File: src/rtl/seg7_scanner.sv
// seg7_scanner: four-digit multiplexed seven-segment driver.
// Scans a 16-bit hex value one digit per scan tick. Each new digit is preceded
// by DEAD_CYCLES cycles with every anode off, so the previous digit cannot
// ghost. The value is captured once per frame, so a frame never tears.
// Leading zeros can optionally be blanked.
//
// Ports:
//   clk       system clock
//   rst       synchronous, active-high reset
//   clk_div   slow divided clock; sampled only to detect rising edges (scan tick)
//   value     16-bit hex value; nibble k drives digit k (digit 3 is leftmost)
//   dp        decimal point per digit
//   blank_lz  leading-zero blanking enable
//   an        digit enables, one-hot when active (polarity per ACTIVE_LOW_AN)
//   seg       segments, bit0 = a .. bit6 = g (polarity per ACTIVE_LOW_SEG)
//   seg_dp    decimal point segment (polarity per ACTIVE_LOW_SEG)
//   digit_idx digit currently shown or being prepared
module seg7_scanner #(
  parameter int unsigned DEAD_CYCLES    = 4,
  parameter bit          ACTIVE_LOW_SEG = 1'b1,
  parameter bit          ACTIVE_LOW_AN  = 1'b1
) (
  input  logic        clk,
  input  logic        rst,
  input  logic        clk_div,
  input  logic [15:0] value,
  input  logic [3:0]  dp,
  input  logic        blank_lz,
  output logic [3:0]  an,
  output logic [6:0]  seg,
  output logic        seg_dp,
  output logic [1:0]  digit_idx
);

  localparam logic [7:0] DEAD_LAST = 8'(DEAD_CYCLES - 1);
  localparam logic [3:0] AN_OFF    = ACTIVE_LOW_AN  ? 4'hF  : 4'h0;
  localparam logic [6:0] SEG_OFF   = ACTIVE_LOW_SEG ? 7'h7F : 7'h00;
  localparam logic       DP_OFF    = ACTIVE_LOW_SEG;

  typedef enum logic [1:0] {S_IDLE, S_BLANK, S_SHOW} state_t;

  state_t      r_state, w_state_nx;
  logic [1:0]  r_idx, w_idx_nx;
  logic [7:0]  r_cnt, w_cnt_nx;
  logic        w_load;

  logic        r_clk_div_s, r_clk_div_q;
  logic        w_tick;

  logic [15:0] r_val;
  logic [3:0]  r_dp;
  logic        r_blz;

  logic        w_lz_blank, w_show;
  logic [3:0]  w_nib;
  logic [3:0]  w_an_ah;
  logic [6:0]  w_seg_ah;
  logic        w_dp_ah;

  function automatic logic [6:0] hex7(input logic [3:0] n);
    case (n)
      4'h0: hex7 = 7'h3F;  4'h1: hex7 = 7'h06;
      4'h2: hex7 = 7'h5B;  4'h3: hex7 = 7'h4F;
      4'h4: hex7 = 7'h66;  4'h5: hex7 = 7'h6D;
      4'h6: hex7 = 7'h7D;  4'h7: hex7 = 7'h07;
      4'h8: hex7 = 7'h7F;  4'h9: hex7 = 7'h6F;
      4'hA: hex7 = 7'h77;  4'hB: hex7 = 7'h7C;
      4'hC: hex7 = 7'h39;  4'hD: hex7 = 7'h5E;
      4'hE: hex7 = 7'h79;  default: hex7 = 7'h71;
    endcase
  endfunction

  // clk_div is registered first, then edge-detected on the registered copy,
  // giving one cycle between clk_div being sampled and the state change.
  // Both flops reset high so a clk_div held high through reset is not a tick.
  assign w_tick = r_clk_div_s & ~r_clk_div_q;

  always_ff @(posedge clk) begin
    if (rst) begin
      r_clk_div_s <= 1'b1;
      r_clk_div_q <= 1'b1;
    end else begin
      r_clk_div_s <= clk_div;
      r_clk_div_q <= r_clk_div_s;
    end
  end

  // State register
  always_ff @(posedge clk) begin
    if (rst) begin
      r_state <= S_IDLE;
      r_idx   <= 2'd0;
      r_cnt   <= 8'd0;
    end else begin
      r_state <= w_state_nx;
      r_idx   <= w_idx_nx;
      r_cnt   <= w_cnt_nx;
    end
  end

  // Next state; ticks arriving in BLANK fall through the default and are lost.
  always_comb begin
    w_state_nx = r_state;
    w_idx_nx   = r_idx;
    w_cnt_nx   = r_cnt;
    w_load     = 1'b0;
    case (r_state)
      S_IDLE: begin
        if (w_tick) begin
          w_state_nx = S_BLANK;
          w_idx_nx   = 2'd0;
          w_cnt_nx   = 8'd0;
          w_load     = 1'b1;
        end
      end
      S_BLANK: begin
        if (r_cnt == DEAD_LAST) begin
          w_state_nx = S_SHOW;
          w_cnt_nx   = 8'd0;
        end else begin
          w_cnt_nx = r_cnt + 8'd1;
        end
      end
      S_SHOW: begin
        if (w_tick) begin
          w_state_nx = S_BLANK;
          w_idx_nx   = r_idx + 2'd1;
          w_cnt_nx   = 8'd0;
          w_load     = (r_idx == 2'd3);
        end
      end
      default: begin
        w_state_nx = S_IDLE;
        w_idx_nx   = 2'd0;
        w_cnt_nx   = 8'd0;
      end
    endcase
  end

  // Shadow copies: the only source of displayed data.
  always_ff @(posedge clk) begin
    if (rst) begin
      r_val <= 16'h0000;
      r_dp  <= 4'h0;
      r_blz <= 1'b0;
    end else if (w_load) begin
      r_val <= value;
      r_dp  <= dp;
      r_blz <= blank_lz;
    end
  end

  // Output data is a function of the next state. SHOW is only entered from
  // BLANK (or held), where index and shadows are stable, so the current
  // index and shadows are the right ones to decode.
  always_comb begin
    w_lz_blank = 1'b0;
    w_nib      = r_val[3:0];
    case (r_idx)
      2'd1: begin w_lz_blank = r_blz && (r_val[15:4]  == 12'h000); w_nib = r_val[7:4];   end
      2'd2: begin w_lz_blank = r_blz && (r_val[15:8]  == 8'h00);   w_nib = r_val[11:8];  end
      2'd3: begin w_lz_blank = r_blz && (r_val[15:12] == 4'h0);    w_nib = r_val[15:12]; end
      default: ;
    endcase
    w_show   = (w_state_nx == S_SHOW) && !w_lz_blank;
    w_an_ah  = w_show ? 4'(4'b0001 << r_idx) : 4'h0;
    w_seg_ah = w_show ? hex7(w_nib) : 7'h00;
    w_dp_ah  = w_show ? r_dp[r_idx] : 1'b0;
  end

  // Registered outputs; polarity applied last.
  always_ff @(posedge clk) begin
    if (rst) begin
      an     <= AN_OFF;
      seg    <= SEG_OFF;
      seg_dp <= DP_OFF;
    end else begin
      an     <= w_an_ah ^ AN_OFF;
      seg    <= w_seg_ah ^ SEG_OFF;
      seg_dp <= w_dp_ah ^ DP_OFF;
    end
  end

  assign digit_idx = r_idx;

endmodule
File: config.mk
export PLATFORM = sky130hd
export DESIGN_NAME = seg7_scanner
export DESIGN_NICKNAME = d
export VERILOG_FILES = /design/src/rtl/seg7_scanner.sv
export SDC_FILE = /design/constraint.sdc
export NUM_CORES = 1
export LEC_CHECK = 0
export BUFFER_PORTS_ARGS = -buffer_cell sky130_fd_sc_hd__buf_2
export CAP_MARGIN = 20
export CORE_ASPECT_RATIO = 2
export CORE_MARGIN = 1.5
export CORE_UTILIZATION = 59
export DETAILED_ROUTE_END_ITERATION = 10
export PLACE_DENSITY = 0.84
export RECOVER_POWER = 50
export SLEW_MARGIN = 20
export SYNTH_ARGS = -nofsm -noshare
export SYNTH_HDL_FRONTEND = slang
export SYNTH_SLANG_ARGS = --single-unit
File: constraint.sdc
create_clock -name clk -period 3.18 [get_ports clk]
set_clock_uncertainty 0.05 [all_clocks]
set_input_delay 0.636 -clock clk [delete_from_list [all_inputs] [get_ports clk]]
set_output_delay 0.636 -clock clk [all_outputs]
set_load 0.01 [all_outputs]
==> results of run 1 <==
power breakdown:
group | internal [mW] | switching [mW]
sequential | 0.599 | 0.00870
combinational | 0.0295 | 0.0441
clock | 0.314 | 0.190
state kept, by name, summed over array words and instances (netlist names):
register / cells
r_val: 16
r_cnt: 8
seg: 7
an: 4
r_dp: 4
digit_idx: 2
r_state: 2
r_blz: 1
r_clk_div_q: 1
r_clk_div_s: 1
seg_dp: 1
kinds of logic (layout without fill, tap and decap cells):
| kind of cell | after synthesis | count (layout) | synth area share, % |
|---|---|---|---|
| fa+ha+maj | 12 | 12 | 7.00 |
| flops | 47 | 47 | 43.9 |
| xor+xnor | 6 | 6 | 2.45 |
| simple gates | 95 | 95 | 20.4 |
| mux | 8 | 8 | 4.43 |
| buf+inv | 22 | 59 | 4.73 |
| compound gates | 55 | 55 | 17.1 |
path summary, 6_finish.rpt:
path | to | slack, ps | cells after the start | startpoint
worst max-delay path | seg[5]$_SDFF_PP1_ | 660 | 7 | digit_idx[0]$_SDFFE_PP0P_
worst max register to register | seg[5]$_SDFF_PP1_ | 660 | 7 | digit_idx[0]$_SDFFE_PP0P_
worst min register to register | r_clk_div_q$_SDFF_PP1_ | 400 | 1 | r_clk_div_s$_SDFF_PP1_
worst min-delay path | r_clk_div_q$_SDFF_PP1_ | 400 | 1 | r_clk_div_s$_SDFF_PP1_
per-layer routing:
| metal | track usage, % | vias up | wire length, um |
|---|---|---|---|
| li1 | - | 902 | - |
| met1 | 25.1 | 867 | 1690 |
| met2 | 52.6 | 68 | 2800 |
| met3 | 3.47 | 24 | 162 |
| met4 | 13.6 | 0 | 204 |
| met5 | 0 | - | 0 |
placed cells by master (no fill, tap or decap), types with 2 or more instances in the layout:
cell type  instances
nand2_1           54
dfxtp_1           47
a21oi_1           28
buf_2             22
nor2_1            17
clkbuf_1          17
inv_1             12
ha_1              12
o21ai_0           10
nand3_1            6
mux2i_1            5
o211ai_2           5
clkbuf_8           5
a222oi_1           4
xnor2_1            3
xor2_1             3
mux2_2             2
nand2b_1           2
nor4_1             2
and2b_1            2
nor2b_1            2
or3_1              2
a21o_1             2
or2_2              2
bufinv_16          2
through the flow:
stage               std cells  hold WS (ps)  util [%]
floorplan                 245           360         -
global placement          322           383      68.8
detailed placement        322           385      68.8
CTS                       330           405      72.6
global route              330           410      71.8
finish                    330           401      71.8
worst reg2reg max path: cells and delay by family, from the launching register on:
family / cells / cell delay, ps
multiplexers: 1 / 590
adder cells (fa/ha/maj): 2 / 570
AND/OR/NAND/NOR: 1 / 390
flip-flops: 1 / 380
buffers and inverters: 2 / 370
AO/OA/AOI/OAI: 1 / 80
cell type report:
type                    count  area, um^2
flip-flops and latches     47         941
fillers                   285         962
clock buffers               6        72.6
inverters                  12        45.0
repair buffers             39         178
multi-input cells         176        1100
clock inverters             2        60.1
well taps                  48        60.1
==> impl_results.md, run 1 <==
* Most frequent cell after synthesis: nand2_1
* Type of the worst setup path: reg -> reg
* Hpwl dp at 3.62 mm
* Commonest cells post-synth: nand2_1 (54), dfxtp_1 (47), a21oi_1 (28)
* First-pass GRT wire length at 8.02 mm
* Die X at 45.6 um
* Cell area after layout at 2450 um^2
* Via count of the first global-routing pass at 1852
* Dpl ws at 707 ps
* CTS Sinks at 47
* Critical path endpoint category: register
* Crit path DAT at 2700 ps
* Dominant cells by area after synthesis: dfxtp_1 (44%), nand2_1 (9.5%), ha_1 (7.0%)
* Ant diodes at 0
* Worst endpoint required time at 3360 ps
* Measured slew at the worst slew-check pin at 1270 ps
* CP max-delay cell: mux2i_1
* FP Rows at 30
* Sequential element share of the synthesized area at 43.9%
* Core box area at 3420 um^2
* TNS Setup at 0 ps
* Area of the mapped netlist at 2140 um^2
* GRT overflow at 0
* Syn avg cell area at 8.75 um^2
* Via Count at 1861
* Max frequency at 0.396 GHz
* Final nets at 317
* Clock Latency Late Sink at 300 ps
* Layout cells sized above 1 at 16.0%
* CTS tree: yes
* Initial antenna violation count at 0
* Max incr delay on CP at 590 ps
* Total CTS buffers at 5
* Mapped Nets at 281
* DRC viols at 0
* Ys flop type: dfxtp_1
* CP top delay family: multiplexers
* Layout area overhead at 14.4%
* H-tree Lvls at 2
* Cts repair resizes at 0
* Via density at 5.64
* Tcrit/Tclk final at 79.3%
* Die area at 4030 um^2
* CP max FO at 7
* CP bufs+invs at 2
* Post-Route WL at 4.85 mm
* Fin. Hold Viols at 0
* Leakage power total at 0.913 nW
* Number of synthesized register bits at 47
* CTS max path bufs at 2
* Synth area leader: dfxtp_1
* Cell count after synthesis at 245
* Synth unique cells at 37
* Power Density at 483 nW/um^2
* Drt initial violations at 73
* Clock-pin slew on the worst setup and hold paths at 80 ps
* Clock root buffer: clkbuf_8
* HP Class: reg -> reg
* FFs w/ async S/R, synth at 0%
* Pwr Total at 1.19 mW
* Status: finished, final reports clean
* Die Ht at 88.3 um
* Rel. slew slack at 15.1%
* All-layer global routing usage at 27.0%
* Post-synth EDFFs at 0
* Routed Antenna Nets at 0
* Crit path time final at 2520 ps
* Largest net degree at the start of global routing at 31
* Synthesis Warnings at 0
* Port bufs at 37
* RSZ-0062 raised after global routing: false
* Yosys top cell area share at 43.9%
* Max_cap viols at 0
* Cts hold-fix bufs at 0
* TritonRoute pass-1 iters at 8
* Final WS setup at 657 ps
* Post-CTS setup buffers at 0
* GP Congestion at 0.875
* Cell Chain, Critical Path: inv_1, ha_1, mux2i_1, inv_1, ha_1, or3_1, o211ai_2
* Wirelength per Cell at 14.7 um
* Finish-stage setup viols at 0
* Num ports at 38
* Setup crit start kind: register
* Final Max Slew Viols at 0
* Starting Density at 62.8%
* DP Area at 2350 um^2
* Peak supply drop at 0.000375 V
Power figures use the tool's default switching activity.
==> inputs of run 2 (changes only) <==
- CORE_UTILIZATION: 59 -> 55
- PLACE_DENSITY: 0.84 -> 0.79
- clock period: 3.18 -> 2.4 ns (I/O delays scaled with it)
==> run 2 against run 1 <==
Global-route usage fell by 2.5 points. Critical path type unchanged. Largest cell class unchanged. Maximum frequency grew 12%. Register-to-register slack lost 510 ps. Total power rose by 16%. Cell count up 2.4%. Sequential power rose by 32%. Wire length shrank 6.4%.
==> impl_results.md, run 2 (synthesized netlist as in run 1, its figures left out) <==
* Via count of the first global-routing pass at 1729 (-6.6%)
* GP Congestion at 0.886 (+1.4%)
* CTS max path bufs at 2 (unchanged)
* Num ports at 38 (unchanged)
* Routed Antenna Nets at 0 (unchanged)
* Cts repair resizes at 0 (unchanged)
* TritonRoute pass-1 iters at 4 (-4)
* Via density at 5.25 (-6.9%)
* Dpl ws at 59.3 ps (-648 ps)
* Hold path start: clk_div
* Most frequent cells in the layout: nand2_1 (54), dfxtp_1 (46), a21oi_1 (28)
* Clock Latency Late Sink at 300 ps (about the same)
* Max_cap viols at 0 (unchanged)
* Core box area at 3800 um^2 (+11%)
* CP max FO at 7 (unchanged)
* RSZ-0062 raised after global routing: false
* Clock root buffer: clkbuf_8
* Fill count at 355 (+25%)
* All-layer global routing usage at 24.6% (-2.5 points)
* Post-Route WL at 4.54 mm (-6.4%)
* Status: finished, final reports clean
* Via Count at 1775 (-4.6%)
* Final WS setup at 145 ps (-512 ps)
* Post-CTS setup buffers at 0 (unchanged)
* Max FFs per register at 16 (unchanged)
* TNS Setup at 0 ps (unchanged)
* Power Density at 558 nW/um^2 (+15%)
* CP Launch Point: digit_idx[0]$_SDFFE_PP0P_
* Final core utilization at 64.8% (-7.0 points)
* Port bufs at 37 (unchanged)
* Die X at 47.2 um (+3.3%)
* First-pass GRT wire length at 7.68 mm (-4.2%)
* Critical path endpoint category: register
* DRC viols at 0 (unchanged)
* Worst endpoint required time at 2590 ps (-770 ps)
* Die Ht at 91.3 um (+3.5%)
* Ant diodes at 0 (unchanged)
* Max frequency at 0.443 GHz (+12%)
* Crit path DAT at 2440 ps (-260 ps)
* Crit path time final at 2260 ps (-268 ps)
* Largest registers: r_val x16, r_cnt x8, seg x7
* Worst flop-to-flop path startpoint: digit_idx[0]$_SDFFE_PP0P_
* Type of the worst setup path: reg -> reg
* Initial antenna violation count at 0 (unchanged)
* Peak supply drop at 0.000603 V (+61%)
* Reg with most FFs: r_val
* Setup crit start kind: register
* Largest net degree at the start of global routing at 31 (unchanged)
* Hpwl dp at 3.49 mm (-3.5%)
* Wirelength per Cell at 13.4 um (-8.6%)
* Fin. Hold Viols at 0 (unchanged)
* Final Max Slew Viols at 0 (unchanged)
* HP Class: in -> reg
* Starting Density at 56.4% (-6.4 points)
* Die area at 4310 um^2 (+6.9%)
* CTS Sinks at 47 (unchanged)
* Tcrit/Tclk final at 94.0% (+15 points)
* Drt initial violations at 47 (-36%)
* Finish-stage setup viols at 0 (unchanged)
* H-tree Lvls at 2 (unchanged)
* Clock-pin slew on the worst setup and hold paths at 90 ps (about the same)
* Final nets at 322 (+1.6%)
* Commonest non-fill, non-tap cell in the layout: nand2_1
* Leakage power total at 0.909 nW (-0.36%)
* Layout cells sized above 1 at 19.5% (+3.6 points)
* GRT overflow at 0 (unchanged)
* Measured slew at the worst slew-check pin at 1310 ps (+40.8 ps)
* Rel. slew slack at 12.4% (-2.7 points)
* FP Rows at 32 (+6.7%)
* Cts hold-fix bufs at 0 (unchanged)
* Layout area overhead at 15.0%
* Total CTS buffers at 5 (unchanged)
* CTS tree: yes
run 2: path summary, 6_finish.rpt:
check / slack (ps) / endpoint / cells after the start
setup / recovery: 140 / seg[5]$_SDFF_PP1_ / 7
hold / removal: 310 / r_clk_div_s$_SDFF_PP1_ / 2
setup reg to reg: 140 / seg[5]$_SDFF_PP1_ / 7
hold reg to reg: 410 / r_clk_div_q$_SDFF_PP1_ / 1
run 2: routing by layer:
layer  vias up  share of wire, %  GRT usage, %
met2        31                57          44.3
met3        12               2.4          4.57
met4         0               3.1          10.6
li1        917                 -             -
met5         -                 0             0
met1       815                38          25.1
run 2: worst max-delay path, cell delays in order, from the launching register on:
cell and delay, ps:
dfxtp_1 360, inv_1 130, ha_1 380, mux2i_2 440
inv_1 170, ha_1 200, or3_1 380, o211ai_2 80
run 2: layout make-up:
cell class | count | area (um^2) | area share [%]
clock buffer | 5 | 68.8 | 2.79
clock inverter | 3 | 20.0 | 0.812
inverter | 12 | 45.0 | 1.83
multi-input combinational | 176 | 1110 | 45.1
sequential | 47 | 942 | 38.2
tap | 51 | 63.8 | 2.59
timing repair buffer | 44 | 214 | 8.68
run 2: power by group:
part / total (mW) / internal, mW / switching [mW] / leakage [nW]
logic: 0.0994 / 0.0420 / 0.0574 / 0.488
clock network: 0.472 / 0.203 / 0.269 / 0.0402
registers: 0.805 / 0.794 / 0.0107 / 0.381
total: 1.38 / 1.04 / 0.337 / 0.909
run 2: stage by stage:
stage	std cells	area (um^2)	hold slack [ps]	power (mW)
detailed placement	330	2390	386	0.922
finish	338	2470	312	1.38
global route	338	2470	307	1.43
global placement	330	2390	375	0.920
floorplan	245	2140	360	0.884
CTS	338	2480	302	1.39
==> inputs of run 3 (changes only) <==
- CELL_PAD_IN_SITES_DETAIL_PLACEMENT: default -> 1
- CELL_PAD_IN_SITES_GLOBAL_PLACEMENT: default -> 1
- CORE_UTILIZATION: 55 -> 41
- PLACE_DENSITY: 0.79 -> default
- PLACE_DENSITY_LB_ADDON: default -> 0.1
==> run 3 against run 2 <==
Wire length is 7.2% higher. First-iteration DRC count decreased by 15%. Critical path depth is 3 higher. Worst hold slack worse by 3.6 ps. Critical path type unchanged. Count of clock-buffer cells in the layout is 1 higher. Register-to-register slack about the same. Maximum frequency decreased by 0.45%. Highest routed layer unchanged.
==> impl_results.md, run 3 (synthesized netlist as in run 1, its figures left out) <==
* Max frequency at 0.441 GHz (-0.45%)
* Ant diodes at 0 (unchanged)
* Via count of the first global-routing pass at 1910 (+10%)
* Worst-case hold slack at 308 ps (-3.57 ps)
* Worst endpoint required time at 2520 ps (-70 ps)
* CP max FO at 6 (-1)
* Layout cells sized above 1 at 21.3% (+1.8 points)
* Measured slew at the worst slew-check pin at 1270 ps (-43.5 ps)
* Wirelength per Cell at 13.9 um (+3.8%)
* CTS Sinks at 47 (unchanged)
* Tcrit/Tclk final at 94.4% (+0.43 points)
* Total CTS buffers at 5 (unchanged)
* Clock-pin slew on the worst setup and hold paths at 90 ps (about the same)
* CTS max path bufs at 2 (unchanged)
* Reg with most FFs: r_val
* Port bufs at 37 (unchanged)
* Rel. slew slack at 15.3% (+2.9 points)
* Core box area at 5090 um^2 (+34%)
* Routed Antenna Nets at 0 (unchanged)
* GRT overflow at 0 (unchanged)
* Fill count at 648 (+83%)
* Initial antenna violation count at 0 (unchanged)
* Via Count at 1840 (+3.7%)
* Crit path DAT at 2380 ps (-60 ps)
* GP Congestion at 0.807 (-9.0%)
* TritonRoute pass-1 iters at 4 (unchanged)
* Die area at 5700 um^2 (+32%)
* CTS tree: yes
* Area of the multi-input gates at 1110 um^2 (unchanged)
* Via density at 5.27 (+0.39%)
* Fin. Hold Viols at 0 (unchanged)
* Cell area after layout at 2510 um^2 (+1.7%)
* Commonest non-fill, non-tap cell in the layout: nand2_1
* Largest net degree at the start of global routing at 31 (unchanged)
* Drt initial violations at 40 (-15%)
* Leakage power total at 0.937 nW (+3.0%)
* Type of the worst setup path: reg -> reg
* Worst Hold Depth at 2 (unchanged)
* Cells on worst reg2reg path at 10 (+3)
* H-tree Lvls at 2 (unchanged)
* Clock root buffer: clkbuf_8
* All-layer global routing usage at 19.1% (-5.5 points)
* Sequential standard cell area at 943 um^2 (+0.13%)
* DP Area at 2420 um^2 (+1.3%)
* Clock Latency Late Sink at 300 ps (about the same)
* Hpwl dp at 3.80 mm (+8.9%)
* Die X at 54.1 um (+15%)
* Finish-stage setup viols at 0 (unchanged)
* Pwr Total at 1.34 mW (-2.5%)
* Final nets at 328 (+1.9%)
* Num ports at 38 (unchanged)
* Starting Density at 42.1% (-14 points)
* Cts hold-fix bufs at 0 (unchanged)
* Final Max Slew Viols at 0 (unchanged)
* Die Ht at 105 um (+15%)
* Crit path time final at 2270 ps (+10.3 ps)
* Max FFs per register at 16 (unchanged)
* FP Rows at 37 (+16%)
* Peak supply drop at 0.000422 V (-30%)
* Most frequent cells in the layout: nand2_1 (54), dfxtp_1 (45), a21oi_1 (28)
* Max_cap viols at 0 (unchanged)
* Critical path endpoint category: register
* Largest registers: r_val x16, r_cnt x8, seg x7
* Setup crit start kind: register
* First-pass GRT wire length at 8.25 mm (+7.5%)
* Status: finished, final reports clean
* DRC viols at 0 (unchanged)
* HP Class: in -> reg
* Layout area overhead at 17.0%
* Power Density at 535 nW/um^2 (-4.1%)
* Post-Route WL at 4.87 mm (+7.2%)
## run 3: final timing paths
check	from	to	slack, ps
max reg2reg	digit_idx[1]$_SDFFE_PP0P_	seg[3]$_SDFF_PP1_	130
max	digit_idx[1]$_SDFFE_PP0P_	seg[3]$_SDFF_PP1_	130
min	clk_div	r_clk_div_s$_SDFF_PP1_	310
min reg2reg	r_clk_div_s$_SDFF_PP1_	r_clk_div_q$_SDFF_PP1_	400
## run 3: area by class of cell
class / count / share of cell area, %
Clock buffer: 6 / 2.89
Inverter: 12 / 1.80
Multi-Input combinational cell: 176 / 44.3
Sequential cell: 47 / 37.6
Tap cell: 58 / 2.89
Timing Repair Buffer: 50 / 10.5
## run 3: what timing repair did
item                                    CTS  global route
gates resized for setup                   1             4
endpoints found under the setup margin    1             5
buffers inserted                          0             3
pin swaps                                 0             2
## run 3: worst max-delay path: stages (launching register included)
cell and delay [ps]:
dfxtp_2 380, inv_1 90, ha_1 250, a222oi_1 430, mux2i_2 200, buf_4 180, ha_1 220, inv_1 60
o21ai_0 90, a21oi_1 120, o21ai_0 80
## run 3: routing by layer
metal  track usage [%]  vias to the layer above  share of wire, %
met5                 0                        -                 0
met4              9.29                        0               3.0
met3              3.97                       11               3.3
met2              34.7                       43                55
met1              18.9                      863                38
li1                  -                      923                 -
## run 3: per-stage QoR
step                      setup TNS [ps]  util, %  cells  worst slack [ps]
after CTS                              0     49.0    346              56.7
after floorplan                        0        -    245               207
after detailed placement               0     47.5    340              12.5
after global routing               -1.11     49.3    349             -1.11
final                                  0     49.3    349               134
after global placement                 0     47.5    340               149
## run 3: power by group
group	switching (mW)	internal, mW	total [mW]
Sequential	0.0113	0.794	0.805
Combinational	0.0593	0.0468	0.106
Clock	0.235	0.194	0.430
Total	0.306	1.04	1.34
